[src/rtl/tcp_echo_client.sv]
// TCP client traffic source/checker: connects to a remote echo server, streams a seeded byte
// pattern into the raw TCP input and verifies the echoed bytes on the raw TCP output.
module tcp_echo_client #(
  parameter logic [31:0] REMOTE_IPV4     = {8'd192, 8'd168, 8'd1, 8'd213},
  parameter logic [15:0] REMOTE_PORT     = 16'd1000,
  parameter logic [31:0] TEST_BYTES      = 32'd65536,
  parameter logic [15:0] SEND_CHUNK      = 16'd1024,
  parameter logic [7:0]  SEED            = 8'h5A,
  parameter int unsigned CONNECT_TIMEOUT = 125000000,
  parameter int unsigned CONNECT_TRIES   = 5,
  parameter int unsigned RETRY_GAP       = 1000,
  parameter int unsigned DRAIN_TIMEOUT   = 125000000
) (
  input  logic        clk_i,
  input  logic        rst_i,
  input  logic        start_i,
  input  logic        ready_i,
  input  logic        connected_i,
  output logic        connect_o,
  output logic [31:0] rem_ipv4_o,
  output logic [15:0] rem_port_o,
  input  logic        tcp_cts_i,
  output logic [7:0]  tcp_din_o,
  output logic        tcp_vin_o,
  output logic        tcp_snd_o,
  input  logic [7:0]  tcp_dout_i,
  input  logic        tcp_vout_i,
  output logic        busy_o,
  output logic        done_o,
  output logic        fail_o,
  output logic [31:0] tx_cnt_o,
  output logic [31:0] rx_cnt_o,
  output logic [15:0] err_cnt_o
);

  localparam logic [31:0] ConnLast  = 32'(CONNECT_TIMEOUT - 1);
  localparam logic [31:0] GapLast   = 32'(RETRY_GAP - 1);
  localparam logic [31:0] DrainLast = 32'(DRAIN_TIMEOUT - 1);
  localparam logic [31:0] TriesMax  = 32'(CONNECT_TRIES);
  localparam logic [15:0] ChunkLast = SEND_CHUNK - 16'd1;

  typedef enum logic [2:0] {StIdle, StConnect, StGap, StStream, StDrain, StDone, StFail} state_e;

  state_e      state_q, state_d;
  logic [31:0] timer_q, timer_d;
  logic [31:0] tries_q, tries_d;
  logic [31:0] tx_cnt_q, tx_cnt_d;
  logic [31:0] rx_cnt_q, rx_cnt_d;
  logic [15:0] err_cnt_q, err_cnt_d;
  logic [15:0] chunk_q, chunk_d;
  logic        snd_q, snd_d;
  logic        tx_fire, rx_active, rx_complete;

  always_ff @(posedge clk_i) begin
    if (rst_i) begin
      state_q   <= StIdle;
      timer_q   <= '0;
      tries_q   <= '0;
      tx_cnt_q  <= '0;
      rx_cnt_q  <= '0;
      err_cnt_q <= '0;
      chunk_q   <= '0;
      snd_q     <= 1'b0;
    end else begin
      state_q   <= state_d;
      timer_q   <= timer_d;
      tries_q   <= tries_d;
      tx_cnt_q  <= tx_cnt_d;
      rx_cnt_q  <= rx_cnt_d;
      err_cnt_q <= err_cnt_d;
      chunk_q   <= chunk_d;
      snd_q     <= snd_d;
    end
  end

  always_comb begin
    state_d   = state_q;
    timer_d   = timer_q;
    tries_d   = tries_q;
    tx_cnt_d  = tx_cnt_q;
    rx_cnt_d  = rx_cnt_q;
    err_cnt_d = err_cnt_q;
    chunk_d   = chunk_q;
    snd_d     = 1'b0;

    // Transmit is gated by connected_i so a dropped link stops the byte count at once.
    tx_fire   = (state_q == StStream) && tcp_cts_i && connected_i && (tx_cnt_q < TEST_BYTES);
    rx_active = (state_q == StStream) || (state_q == StDrain);

    if (tx_fire) begin
      tx_cnt_d = tx_cnt_q + 32'd1;
      chunk_d  = (chunk_q == ChunkLast) ? 16'd0 : chunk_q + 16'd1;
      snd_d    = (chunk_q == ChunkLast) || (tx_cnt_q == TEST_BYTES - 32'd1);
    end

    if (rx_active && tcp_vout_i) begin
      rx_cnt_d = rx_cnt_q + 32'd1;
      if (((rx_cnt_q >= TEST_BYTES) || (tcp_dout_i != (rx_cnt_q[7:0] ^ SEED)))
          && (err_cnt_q != 16'hFFFF)) begin
        err_cnt_d = err_cnt_q + 16'd1;
      end
    end
    rx_complete = rx_cnt_d >= TEST_BYTES;

    unique case (state_q)
      StIdle, StDone, StFail: begin
        if (start_i && ready_i) begin
          state_d   = StConnect;
          timer_d   = '0;
          tries_d   = '0;
          tx_cnt_d  = '0;
          rx_cnt_d  = '0;
          err_cnt_d = '0;
          chunk_d   = '0;
        end
      end
      StConnect: begin
        timer_d = timer_q + 32'd1;
        if (connected_i) begin
          state_d = StStream;
          timer_d = '0;
        end else if (timer_q == ConnLast) begin
          timer_d = '0;
          tries_d = tries_q + 32'd1;
          state_d = (tries_q + 32'd1 == TriesMax) ? StFail : StGap;
        end
      end
      StGap: begin
        timer_d = timer_q + 32'd1;
        if (timer_q == GapLast) begin
          state_d = StConnect;
          timer_d = '0;
        end
      end
      StStream: begin
        if ((tx_cnt_q == TEST_BYTES) && rx_complete) begin
          state_d = StDone;
        end else if (!connected_i) begin
          state_d = StFail;
        end else if (tx_cnt_q == TEST_BYTES) begin
          state_d = StDrain;
          timer_d = '0;
        end
      end
      StDrain: begin
        timer_d = timer_q + 32'd1;
        // Completion wins over a simultaneous link drop or timeout.
        if (rx_complete) begin
          state_d = StDone;
        end else if (!connected_i || (timer_q == DrainLast)) begin
          state_d = StFail;
        end
      end
      default: state_d = StIdle;
    endcase
  end

  assign connect_o  = !rst_i && ((state_q == StConnect) || (state_q == StStream) ||
                                 (state_q == StDrain));
  assign rem_ipv4_o = REMOTE_IPV4;
  assign rem_port_o = REMOTE_PORT;
  assign tcp_din_o  = tx_cnt_q[7:0] ^ SEED;
  assign tcp_vin_o  = tx_fire && !rst_i;
  assign tcp_snd_o  = snd_q;
  assign busy_o     = (state_q == StConnect) || (state_q == StGap) || (state_q == StStream) ||
                      (state_q == StDrain);
  assign done_o     = (state_q == StDone);
  assign fail_o     = (state_q == StFail);
  assign tx_cnt_o   = tx_cnt_q;
  assign rx_cnt_o   = rx_cnt_q;
  assign err_cnt_o  = err_cnt_q;

endmodule

[config.mk]
export PLATFORM = sky130hd
export DESIGN_NAME = tcp_echo_client
export DESIGN_NICKNAME = d
export VERILOG_FILES = /design/src/rtl/tcp_echo_client.sv
export SDC_FILE = /design/constraint.sdc
export NUM_CORES = 1
export LEC_CHECK = 0
export ABC_CLOCK_PERIOD_IN_PS = 4100
export CAP_MARGIN = 30
export CORE_ASPECT_RATIO = 0.6
export CORE_MARGIN = 2
export CORE_UTILIZATION = 30
export DETAILED_ROUTE_END_ITERATION = 12
export GPL_TIMING_DRIVEN = 1
export HOLD_SLACK_MARGIN = 0.02
export SETUP_SLACK_MARGIN = 0.05
export SLEW_MARGIN = 20
export SYNTH_ARGS = -nofsm -noshare
export SYNTH_HDL_FRONTEND = slang
export SYNTH_SLANG_ARGS = --single-unit
[constraint.sdc]
create_clock -name clk_i -period 4.1 [get_ports clk_i]
set_input_delay 0.615 -clock clk_i [delete_from_list [all_inputs] [get_ports clk_i]]
set_output_delay 0.615 -clock clk_i [all_outputs]
set_load 0.03 [all_outputs]
==> results.sh, run 1 <==
export IMPL_switching_share_pct=29.9
export IMPL_min_period_over_period_pct=84.4
export IMPL_m1WireLength_mm=13.8
export IMPL_arrival_ps=2850
export IMPL_drcViolationCount=0
export IMPL_viasPerCell=5.18
export IMPL_fmax_mhz=289
export IMPL_clock_path_buffers=2
export IMPL_area_growth_pct=20.7
export IMPL_pwr_share_seq_pct=40.4
export IMPL_layout_min_cycle_time_ps=3460
export IMPL_cts_root_buf="clkbuf_16"
export IMPL_syn_area_mm2=0.00923
export IMPL_io_pins=157
export IMPL_avgSynthCellArea_um2=7.86
export IMPL_fin_nets=1270
export IMPL_ir_worst_vdd_mv=0.315
export IMPL_rrSetupSlack_ps=720
export IMPL_gp_congestion=0.876
export IMPL_clk_pin_slew_ps=70
export IMPL_cts_setup_buffers=0
export IMPL_drtAntennaViolNets=0
export IMPL_seq_area_mm2=0.00328
export IMPL_initial_core_util_pct=30.7
export IMPL_ys_ff_latch=164
export IMPL_placed_cells=1634
export IMPL_cts_hold_buf=0
export IMPL_ys_warn_count=0
export IMPL_mostFrequentLayoutCell="dfxtp_1"
export IMPL_cts_htree_levels=4
export IMPL_track_usage_pct=15.9
export IMPL_p_clk_share_pct=41.9
export IMPL_grt_pass1_wl_mm=41.1
export IMPL_ys_flop_type="dfxtp_1"
export IMPL_fp_dieH_um=140
export IMPL_dr_pass1_iters=7
export IMPL_synth_edf_count=0
export IMPL_layout_common_cells="dfxtp_1, nor2_1, clkdlybuf4s50_1, nand2_1, a21oi_1"
export IMPL_grt_pass1_vias=7394
export IMPL_die_x_um=230
export IMPL_fill_cells=3075
export IMPL_wirelength_mm=26.1
export IMPL_status="completed"
export IMPL_grt_overflow=0
export IMPL_grt_max_degree=69
export IMPL_required_ps=3480
export IMPL_maxSlewViolCount=0
export IMPL_skew_ps=14.0
export IMPL_power_report_internal_total_mw=2.84
export IMPL_wl_met3_mm=1.89
export IMPL_slew_headroom_pct=47.7
export IMPL_postSynth_asyncResetShare_pct=0
export IMPL_dr_max_layer_used="met4"
export IMPL_finalHoldViolCount=0
export IMPL_power_density_mw_per_mm2=364
export IMPL_stdcell_count=1668
export IMPL_cts_resized=0
export IMPL_vias=8636
export IMPL_hpwl_mm=18.7
export IMPL_cts_made_buffers=17
export IMPL_cts_sinks=164
export IMPL_clock_latency_ps=440
export IMPL_crit_path_start_kind="flop"
export IMPL_cts_tree="yes"
export IMPL_hold_depth=2
export IMPL_fp_row_count=49
export IMPL_cp_max_fo=3
export IMPL_drt_iter0_drc=891
export IMPL_met2_length_mm=10.2
export IMPL_leakage_nw=3.75
export IMPL_avgRoutedWirePerCell_um=15.6
export IMPL_power_frac_comb_pct=17.7
export IMPL_tightest_slew_ps=784
export IMPL_tns_ps=0
export IMPL_multi_input_area_mm2=0.00541
export IMPL_reg2reg_depth=10
export IMPL_rsz0062_at_grt="false"
export IMPL_dieArea_mm2=0.0322
export IMPL_worstSetupEndpointType="output port"
export IMPL_antenna_found_initial=0
export IMPL_core_mm2=0.0301
export IMPL_power_switching_mw=1.21
export IMPL_io_buffers=108
export IMPL_synthCells=1175
export IMPL_drive_gt1_share_pct=6.27
export IMPL_max_cap_violations=0
export IMPL_hold_path_class="reg2reg"
export IMPL_setup_violations=0
export IMPL_critPathKind="reg2out"
export IMPL_synth_seq_area_share_pct=35.6
export IMPL_synth_distinct_cells=67
[through the flow]
stage	power, mW	util, %	hold slack (ps)	worst slack [ps]	area, um2
2_1_floorplan	2.18	-	451	939	9410
4_1_cts	4.10	37.0	490	576	11100
3_3_place_gp	2.38	34.9	470	699	10500
6_report	4.05	37.0	488	640	11100
3_5_place_dp	2.38	34.9	471	598	10500
5_1_grt	4.24	37.0	503	479	11100
[cell usage after synthesis, types with 9 or more instances]
library cell,count,area [um2]
nand4_1,55,344
buf_4,53,398
or3_1,25,156
o21ai_0,55,275
nand3_1,58,290
a31oi_1,11,68.8
nand2_1,101,379
and3_1,29,181
dfxtp_1,164,3280
xnor2_1,39,342
a311oi_1,27,236
clkbuf_1,52,195
xor2_1,48,420
nor2_1,150,563
nor4_1,30,188
nor3_1,29,145
and2_1,23,144
and4_1,11,96.3
a21oi_1,69,345
buf_2,9,45.0
mux2i_1,10,100
ha_1,9,113
inv_1,16,60.1
[power by group through the flow]
stage	sequential [mW]	combinational, mW	clock [mW]
2_1_floorplan	1.67	0.512	0
6_report	1.64	0.718	1.70
3_3_place_gp	1.67	0.711	0
5_1_grt	1.64	0.774	1.82
3_5_place_dp	1.67	0.711	0
4_1_cts	1.63	0.712	1.75
[sequential cells by signal (all words and copies together) (netlist names)]
register,flops
err_cnt_o,16
state_q,3
chunk_q,16
rx_cnt_o,32
tries_q,32
tx_cnt_o,32
tcp_snd_o,1
timer_q,32
[critical path: stages (launching register included)]
cell,delay (ps)
dfxtp_1,320
nor4_1,350
buf_4,180
nand4_1,120
or2_2,340
nor3_1,340
clkdlybuf4s50_1,750
[final cells by class]
class	count	share of cell area, %
multi-input combinational	918	48.5
antenna	1	0.0225
sequential	164	29.5
tap	408	4.58
clock buffer	23	4.29
clock inverter	9	1.27
inverter	16	0.539
timing repair buffer	129	11.3
[logic make-up (layout without fill, tap and decap cells)]
logic type               count (synthesis)  after routing  synth area share [%]
other                                    2             49                0.0813
multiplexers                            12             12                  1.33
XOR/XNOR                                87             87                  8.25
AND/OR/NAND/NOR                        567            567                  32.2
AO/OA/AOI/OAI                          195            195                  13.3
flip-flops                             164            164                  35.6
buffers and inverters                  139            177                  8.04
adder cells (fa/ha/maj)                  9              9                  1.22
[metal layers]
| metal | vias up | global-route usage [%] |
|---|---|---|
| met2 | 287 | 20.6 |
| met5 | - | 0 |
| met3 | 17 | 4.24 |
| met1 | 4055 | 25.2 |
| met4 | 0 | 3.23 |
| li1 | 4277 | - |
[final timing paths]
path	start	endpoint
worst max-delay path	tx_cnt_o[28]	tcp_vin_o
worst min-delay path	tries_q[31]	tries_q[31]
worst max register to register	timer_q[18]	tries_q[25]
worst min register to register	tries_q[31]	tries_q[31]
Power figures use the tool's default switching activity.
==> inputs of run 2 (changes only) <==
--- a/config.mk
+++ b/config.mk
@@ -5,7 +5,7 @@
 export SDC_FILE = /design/constraint.sdc
 export NUM_CORES = 1
 export LEC_CHECK = 0
-export ABC_CLOCK_PERIOD_IN_PS = 4100
+export ABC_CLOCK_PERIOD_IN_PS = 3400
 export CAP_MARGIN = 30
 export CORE_ASPECT_RATIO = 0.6
 export CORE_MARGIN = 2
==> constraint.sdc (replaced) <==
create_clock -name clk_i -period 3.4 [get_ports clk_i]
set_input_delay 0.51 -clock clk_i [delete_from_list [all_inputs] [get_ports clk_i]]
set_output_delay 0.51 -clock clk_i [all_outputs]
set_load 0.03 [all_outputs]
==> run 2 against run 1 <==
Register-to-register slack got worse by 520 ps. Highest routed layer unchanged. Sequential share of layout area fell by 0.55 points. Global-route usage rose by 0.49 points.
==> results.sh, run 2 (synthesized netlist as in run 1, its figures left out) <==
export IMPL_status="completed"
export IMPL_layout_common_cells="dfxtp_1, nor2_1, clkdlybuf4s50_1, nand2_1, a21oi_1"
export IMPL_dr_pass1_iters=5
export IMPL_path_cells="or3b_2, a2111oi_2, buf_4, nand2_1, xor2_1, nand3_1, a32oi_1, a32o_2, buf_12, o211a_1, nor3_1"
export IMPL_power_mw=4.87
export IMPL_cts_hold_buf=0
export IMPL_area_growth_pct=23.0
export IMPL_worstSetupEndpointType="flop"
export IMPL_min_period_over_period_pct=94.1
export IMPL_power_switching_mw=1.48
export IMPL_cts_sinks=164
export IMPL_clk_pin_slew_ps=60
export IMPL_clock_latency_ps=440
export IMPL_hpwl_mm=19.2
export IMPL_fp_row_count=49
export IMPL_hold_path_class="reg2reg"
export IMPL_cp_max_fo=32
export IMPL_grt_pass1_wl_mm=42.4
export IMPL_power_report_internal_total_mw=3.39
export IMPL_mostFrequentLayoutCell="dfxtp_1"
export IMPL_fin_nets=1296
export IMPL_grt_pass1_vias=7605
export IMPL_slew_headroom_pct=51.6
export IMPL_drtAntennaViolNets=0
export IMPL_p_clk_share_pct=41.0
export IMPL_core_mm2=0.0301
export IMPL_grt_max_degree=67
export IMPL_drive_gt1_share_pct=8.48
export IMPL_layout_min_cycle_time_ps=3200
export IMPL_switching_share_pct=30.3
export IMPL_vias=8755
export IMPL_antenna_found_initial=0
export IMPL_gp_congestion=0.896
export IMPL_arrival_ps=3500
export IMPL_cts_tree="yes"
export IMPL_cts_htree_levels=4
export IMPL_avgRoutedWirePerCell_um=15.7
export IMPL_track_usage_pct=16.3
export IMPL_clock_path_buffers=2
export IMPL_cts_root_buf="clkbuf_16"
export IMPL_tightest_slew_ps=719
export IMPL_crit_path_start_kind="flop"
export IMPL_skew_ps=8.36
export IMPL_wirelength_mm=26.6
export IMPL_setup_violations=0
export IMPL_die_x_um=230
export IMPL_power_density_mw_per_mm2=429
export IMPL_power_frac_comb_pct=18.7
export IMPL_pwr_share_seq_pct=40.4
export IMPL_drcViolationCount=0
export IMPL_cts_made_buffers=17
export IMPL_slowest_stage="or3b_2"
export IMPL_tns_ps=0
export IMPL_rsz0062_at_grt="false"
export IMPL_num_antenna_cells=0
export IMPL_ir_worst_vdd_mv=0.449
export IMPL_critPathKind="reg2reg"
export IMPL_io_buffers=108
export IMPL_fp_dieH_um=140
export IMPL_grt_overflow=0
export IMPL_required_ps=3700
export IMPL_dieArea_mm2=0.0322
export IMPL_io_pins=157
export IMPL_maxSlewViolCount=0
export IMPL_drt_iter0_drc=894
export IMPL_leakage_nw=3.89
export IMPL_max_stage_delay_ps=550
export IMPL_viasPerCell=5.17
export IMPL_fmax_mhz=313
export IMPL_max_cap_violations=0
export IMPL_finalHoldViolCount=0
export IMPL_initial_core_util_pct=30.7
==> run 2: path summary, 6_finish.rpt <==
kind | end | slack [ps] | depth (start not counted) | from
worst max-delay path | timer_q[2] | 200 | 11 | state_q[2]
worst min-delay path | tx_cnt_o[27] | 490 | 1 | tx_cnt_o[27]
worst max register to register | timer_q[2] | 200 | 11 | state_q[2]
worst min register to register | tx_cnt_o[27] | 490 | 1 | tx_cnt_o[27]
==> run 2: what timing repair did <==
item / 4_1_cts / 5_1_grt
setup buffers: 0 / 0
endpoints found under the setup margin: 1 / 5
resized for setup: 1 / 4
pin swaps: 0 / 1
endpoints found under the hold margin: 0 / 0
==> run 2: critical path: cells and delay by family, from the launching register on <==
kind | cells | cell delay, ps
XOR/XNOR | 1 | 180
buffers and inverters | 2 | 390
AND/OR/NAND/NOR | 4 | 760
AO/OA/AOI/OAI | 4 | 1300
flip-flops | 1 | 420
==> run 2: area by class of cell <==
class	instances	area [um2]
tap	408	510
fill	3054	18700
timing repair buffer	155	1490
multi-input combinational	918	5410
clock buffer	23	488
sequential	164	3280
inverter	16	60.1
clock inverter	9	118
==> run 2: power by group through the flow <==
stage	clock network (mW)	registers, mW	logic (mW)
CTS	2.05	1.97	0.898
finish	2.00	1.97	0.909
detailed placement	0	2.01	0.892
floorplan	0	2.01	0.617
global route	2.13	1.97	0.996
global placement	0	2.01	0.855
==> run 2: metrics by stage <==
step / util, % / instances / area (um2) / setup slack, ps / hold slack [ps]
2_1_floorplan: - / 1221 / 9410 / 239 / 451
3_3_place_gp: 35.6 / 1660 / 10700 / 183 / 465
3_5_place_dp: 35.7 / 1661 / 10700 / 132 / 479
4_1_cts: 37.7 / 1693 / 11300 / 237 / 492
5_1_grt: 37.7 / 1693 / 11400 / 60.2 / 507
6_report: 37.7 / 1693 / 11400 / 202 / 489
==> run 2: metal layers <==
metal	up-vias	GRT usage, %	routed length (um)
met5	-	0	0
met4	0	3.63	298
met3	26	4.14	1740
met2	276	20.6	10200
met1	4132	26.5	14400
li1	4321	-	-
==> inputs of run 3 (changes only) <==
--- a/config.mk
+++ b/config.mk
@@ -5,6 +5,7 @@
 export SDC_FILE = /design/constraint.sdc
 export NUM_CORES = 1
 export LEC_CHECK = 0
+export ABC_AREA = 1
 export ABC_CLOCK_PERIOD_IN_PS = 3400
 export CAP_MARGIN = 30
 export CORE_ASPECT_RATIO = 0.6
==> run 3 against run 2 <==
Setup slack improved by 170 ps. Via count grew 23%. Final cell count up 31%. Maximum frequency increased by 5.7%. Routed wire length increased by 22%. Die area is 12% higher. Clock power is 7% higher. Hold slack got worse by 77 ps. Design area grew 9.1%. Sequential share of layout area is 2.4 points lower. Area after synthesis is 12% higher. Combinational power fell by 24%. Critical path type unchanged. Highest routed layer unchanged.
==> results.sh, run 3 <==
export IMPL_drt_iter0_drc=1147
export IMPL_ys_flop_type="dfxtp_1"
export IMPL_skew_ps=15.1
export IMPL_synthCells=1646
export IMPL_gp_congestion=0.963
export IMPL_tightest_slew_ps=835
export IMPL_cts_hold_buf=0
export IMPL_clk_pin_slew_ps=70
export IMPL_cts_setup_buffers=0
export IMPL_startpoint="rx_cnt_o[1]"
export IMPL_cts_tree="yes"
export IMPL_synth_distinct_cells=49
export IMPL_crit_path_start_kind="flop"
export IMPL_track_usage_pct=18.0
export IMPL_min_period_over_period_pct=89.0
export IMPL_max_cap_violations=0
export IMPL_cts_htree_levels=4
export IMPL_clock_latency_ps=450
export IMPL_grt_overflow=0
export IMPL_cts_made_buffers=17
export IMPL_cts_sinks=164
export IMPL_r2r_end="timer_q[31]"
export IMPL_ys_ff_latch=164
export IMPL_ir_worst_vdd_mv=0.478
export IMPL_avgRoutedWirePerCell_um=14.7
export IMPL_dieArea_mm2=0.0360
export IMPL_tns_ps=0
export IMPL_area_growth_pct=20.1
export IMPL_synth_top_family_by_area="simple AND/OR/NAND/NOR gates"
export IMPL_synth_edf_count=0
export IMPL_fin_nets=1775
export IMPL_hpwl_mm=25.3
export IMPL_layout_min_cycle_time_ps=3020
export IMPL_synth_compound_area_share_pct=10.2
export IMPL_grt_pass1_vias=9314
export IMPL_required_ps=3690
export IMPL_core_mm2=0.0338
export IMPL_clock_path_buffers=2
export IMPL_synth_seq_area_share_pct=31.8
export IMPL_postSynth_asyncResetShare_pct=0
export IMPL_mostFrequentLayoutCell="nand2_1"
export IMPL_synth_top_area_share_pct=31.8
export IMPL_synth_adder_area_share_pct=1.09
export IMPL_syn_area_mm2=0.0103
export IMPL_cts_root_buf="clkbuf_16"
export IMPL_hold_path_class="in2reg"
export IMPL_drive_gt1_share_pct=5.90
export IMPL_switching_share_pct=29.4
export IMPL_wirelength_mm=32.6
export IMPL_initial_core_util_pct=30.5
export IMPL_dr_pass1_iters=6
export IMPL_viasPerCell=4.84
export IMPL_power_density_mw_per_mm2=387
export IMPL_maxSlewViolCount=0
export IMPL_stdcell_count=2223
export IMPL_fp_dieH_um=148
export IMPL_drcViolationCount=0
export IMPL_holdPathEnd="tries_q[0]"
export IMPL_yosys_area_top_type="dfxtp_1"
export IMPL_yosys_top_cells_area="dfxtp_1, nand2_1, nor2_1"
export IMPL_yosys_area_share_simple_pct=40.2
export IMPL_io_pins=157
export IMPL_rsz0062_at_grt="false"
export IMPL_setup_violations=0
export IMPL_pwr_share_seq_pct=40.9
export IMPL_fmax_mhz=331
export IMPL_grt_max_degree=74
export IMPL_avgSynthCellArea_um2=6.27
export IMPL_slew_headroom_pct=44.3
export IMPL_synth_xor_area_share_pct=3.48
export IMPL_layout_common_cells="nand2_1, nor2_1, inv_1, dfxtp_1, nand3_1"
export IMPL_antenna_found_initial=0
export IMPL_rrSetupSlack_ps=380
export IMPL_cts_resized=0
export IMPL_die_x_um=244
export IMPL_placed_cells=2191
export IMPL_ys_warn_count=0
export IMPL_synthMuxAreaShare_pct=0
export IMPL_finalHoldViolCount=0
export IMPL_power_mw=4.79
export IMPL_leakage_nw=4.69
export IMPL_hp_start="rst_i"
export IMPL_power_report_internal_total_mw=3.39
export IMPL_fp_row_count=52
export IMPL_worstSetupEndpointType="flop"
export IMPL_critPathKind="reg2reg"
export IMPL_synthTopCellsByCount="nand2_1, nor2_1, inv_1"
export IMPL_arrival_ps=3310
export IMPL_yosysMostFrequentCell="nand2_1"
export IMPL_status="completed"
export IMPL_grt_pass1_wl_mm=51.2
export IMPL_hold_depth=4
export IMPL_p_clk_share_pct=44.8
export IMPL_reg2reg_depth=14
export IMPL_cp_max_fo=32
export IMPL_io_buffers=108
export IMPL_power_frac_comb_pct=14.3
export IMPL_num_antenna_cells=0
export IMPL_power_switching_mw=1.41
export IMPL_vias=10759
export IMPL_r2r_start="rx_cnt_o[1]"
export IMPL_drtAntennaViolNets=0
[run 3: cell type report]
class                           count  area [um2]
Fill cell                        3643       21400
Multi-Input combinational cell   1230        5860
Sequential cell                   164        3280
Timing Repair Buffer              126        1230
Inverter                          212         796
Tap cell                          459         574
Clock buffer                       19         453
Clock inverter                     13         193
[run 3: cells by family (layout without fill, tap and decap cells)]
group                    count (synthesis)  in the layout
flip-flops                             164            164
AO/OA/AOI/OAI                          188            188
other                                    2             48
adder cells (fa/ha/maj)                  9              9
buffers and inverters                  298            370
AND/OR/NAND/NOR                        944            944
XOR/XNOR                                41             41
[run 3: critical path, stage by stage (launching register included)]
cell	delay, ps
dfxtp_1	440
ha_1	280
nand3_1	150
nor2_1	220
nand3_1	240
nor2_1	200
nand4_1	110
nand2_1	170
nand2_1	70
nor2_1	230
nand3_2	140
nand3_2	110
nand2_4	250
a21oi_1	210
nor2_1	50
[run 3: metal layers]
metal  track usage [%]  share of wire [%]  vias up
li1                  -                  -     5458
met1              28.5                 53     4880
met2              23.8                 38      398
met3              3.98                7.7       23
met4              4.39                1.0        0
met5                 0                  0        -
[run 3: how the worst max path moves through the flow]
| stage | to | slack (ps) | depth (start not counted) |
|---|---|---|---|
| after floorplan | timer_q[18] | 1000 | 17 |
| after global placement | timer_q[13] | 350 | 15 |
| after detailed placement | timer_q[13] | 320 | 15 |
| after CTS | tcp_vin_o | 360 | 10 |
| after global routing | timer_q[31] | 200 | 14 |
| final | timer_q[31] | 380 | 14 |
[run 3: metrics by stage]
step / instance area (um2) / hold slack (ps) / setup WS [ps] / util (%)
5_1_grt: 12400 / 404 / 203 / 36.6
6_report: 12400 / 412 / 375 / 36.6
3_5_place_dp: 11800 / 449 / 316 / 34.7
3_3_place_gp: 11800 / 443 / 352 / 34.7
4_1_cts: 12400 / 392 / 359 / 36.6
2_1_floorplan: 10500 / 452 / 1000 / -
[run 3: power by group through the flow]
stage	clock (mW)	combinational, mW	sequential [mW]
6_report	2.15	0.687	1.96
5_1_grt	2.27	0.749	1.96
4_1_cts	2.20	0.683	1.96
3_5_place_dp	0	0.680	2.00
3_3_place_gp	0	0.677	2.00
2_1_floorplan	0	0.529	2.01
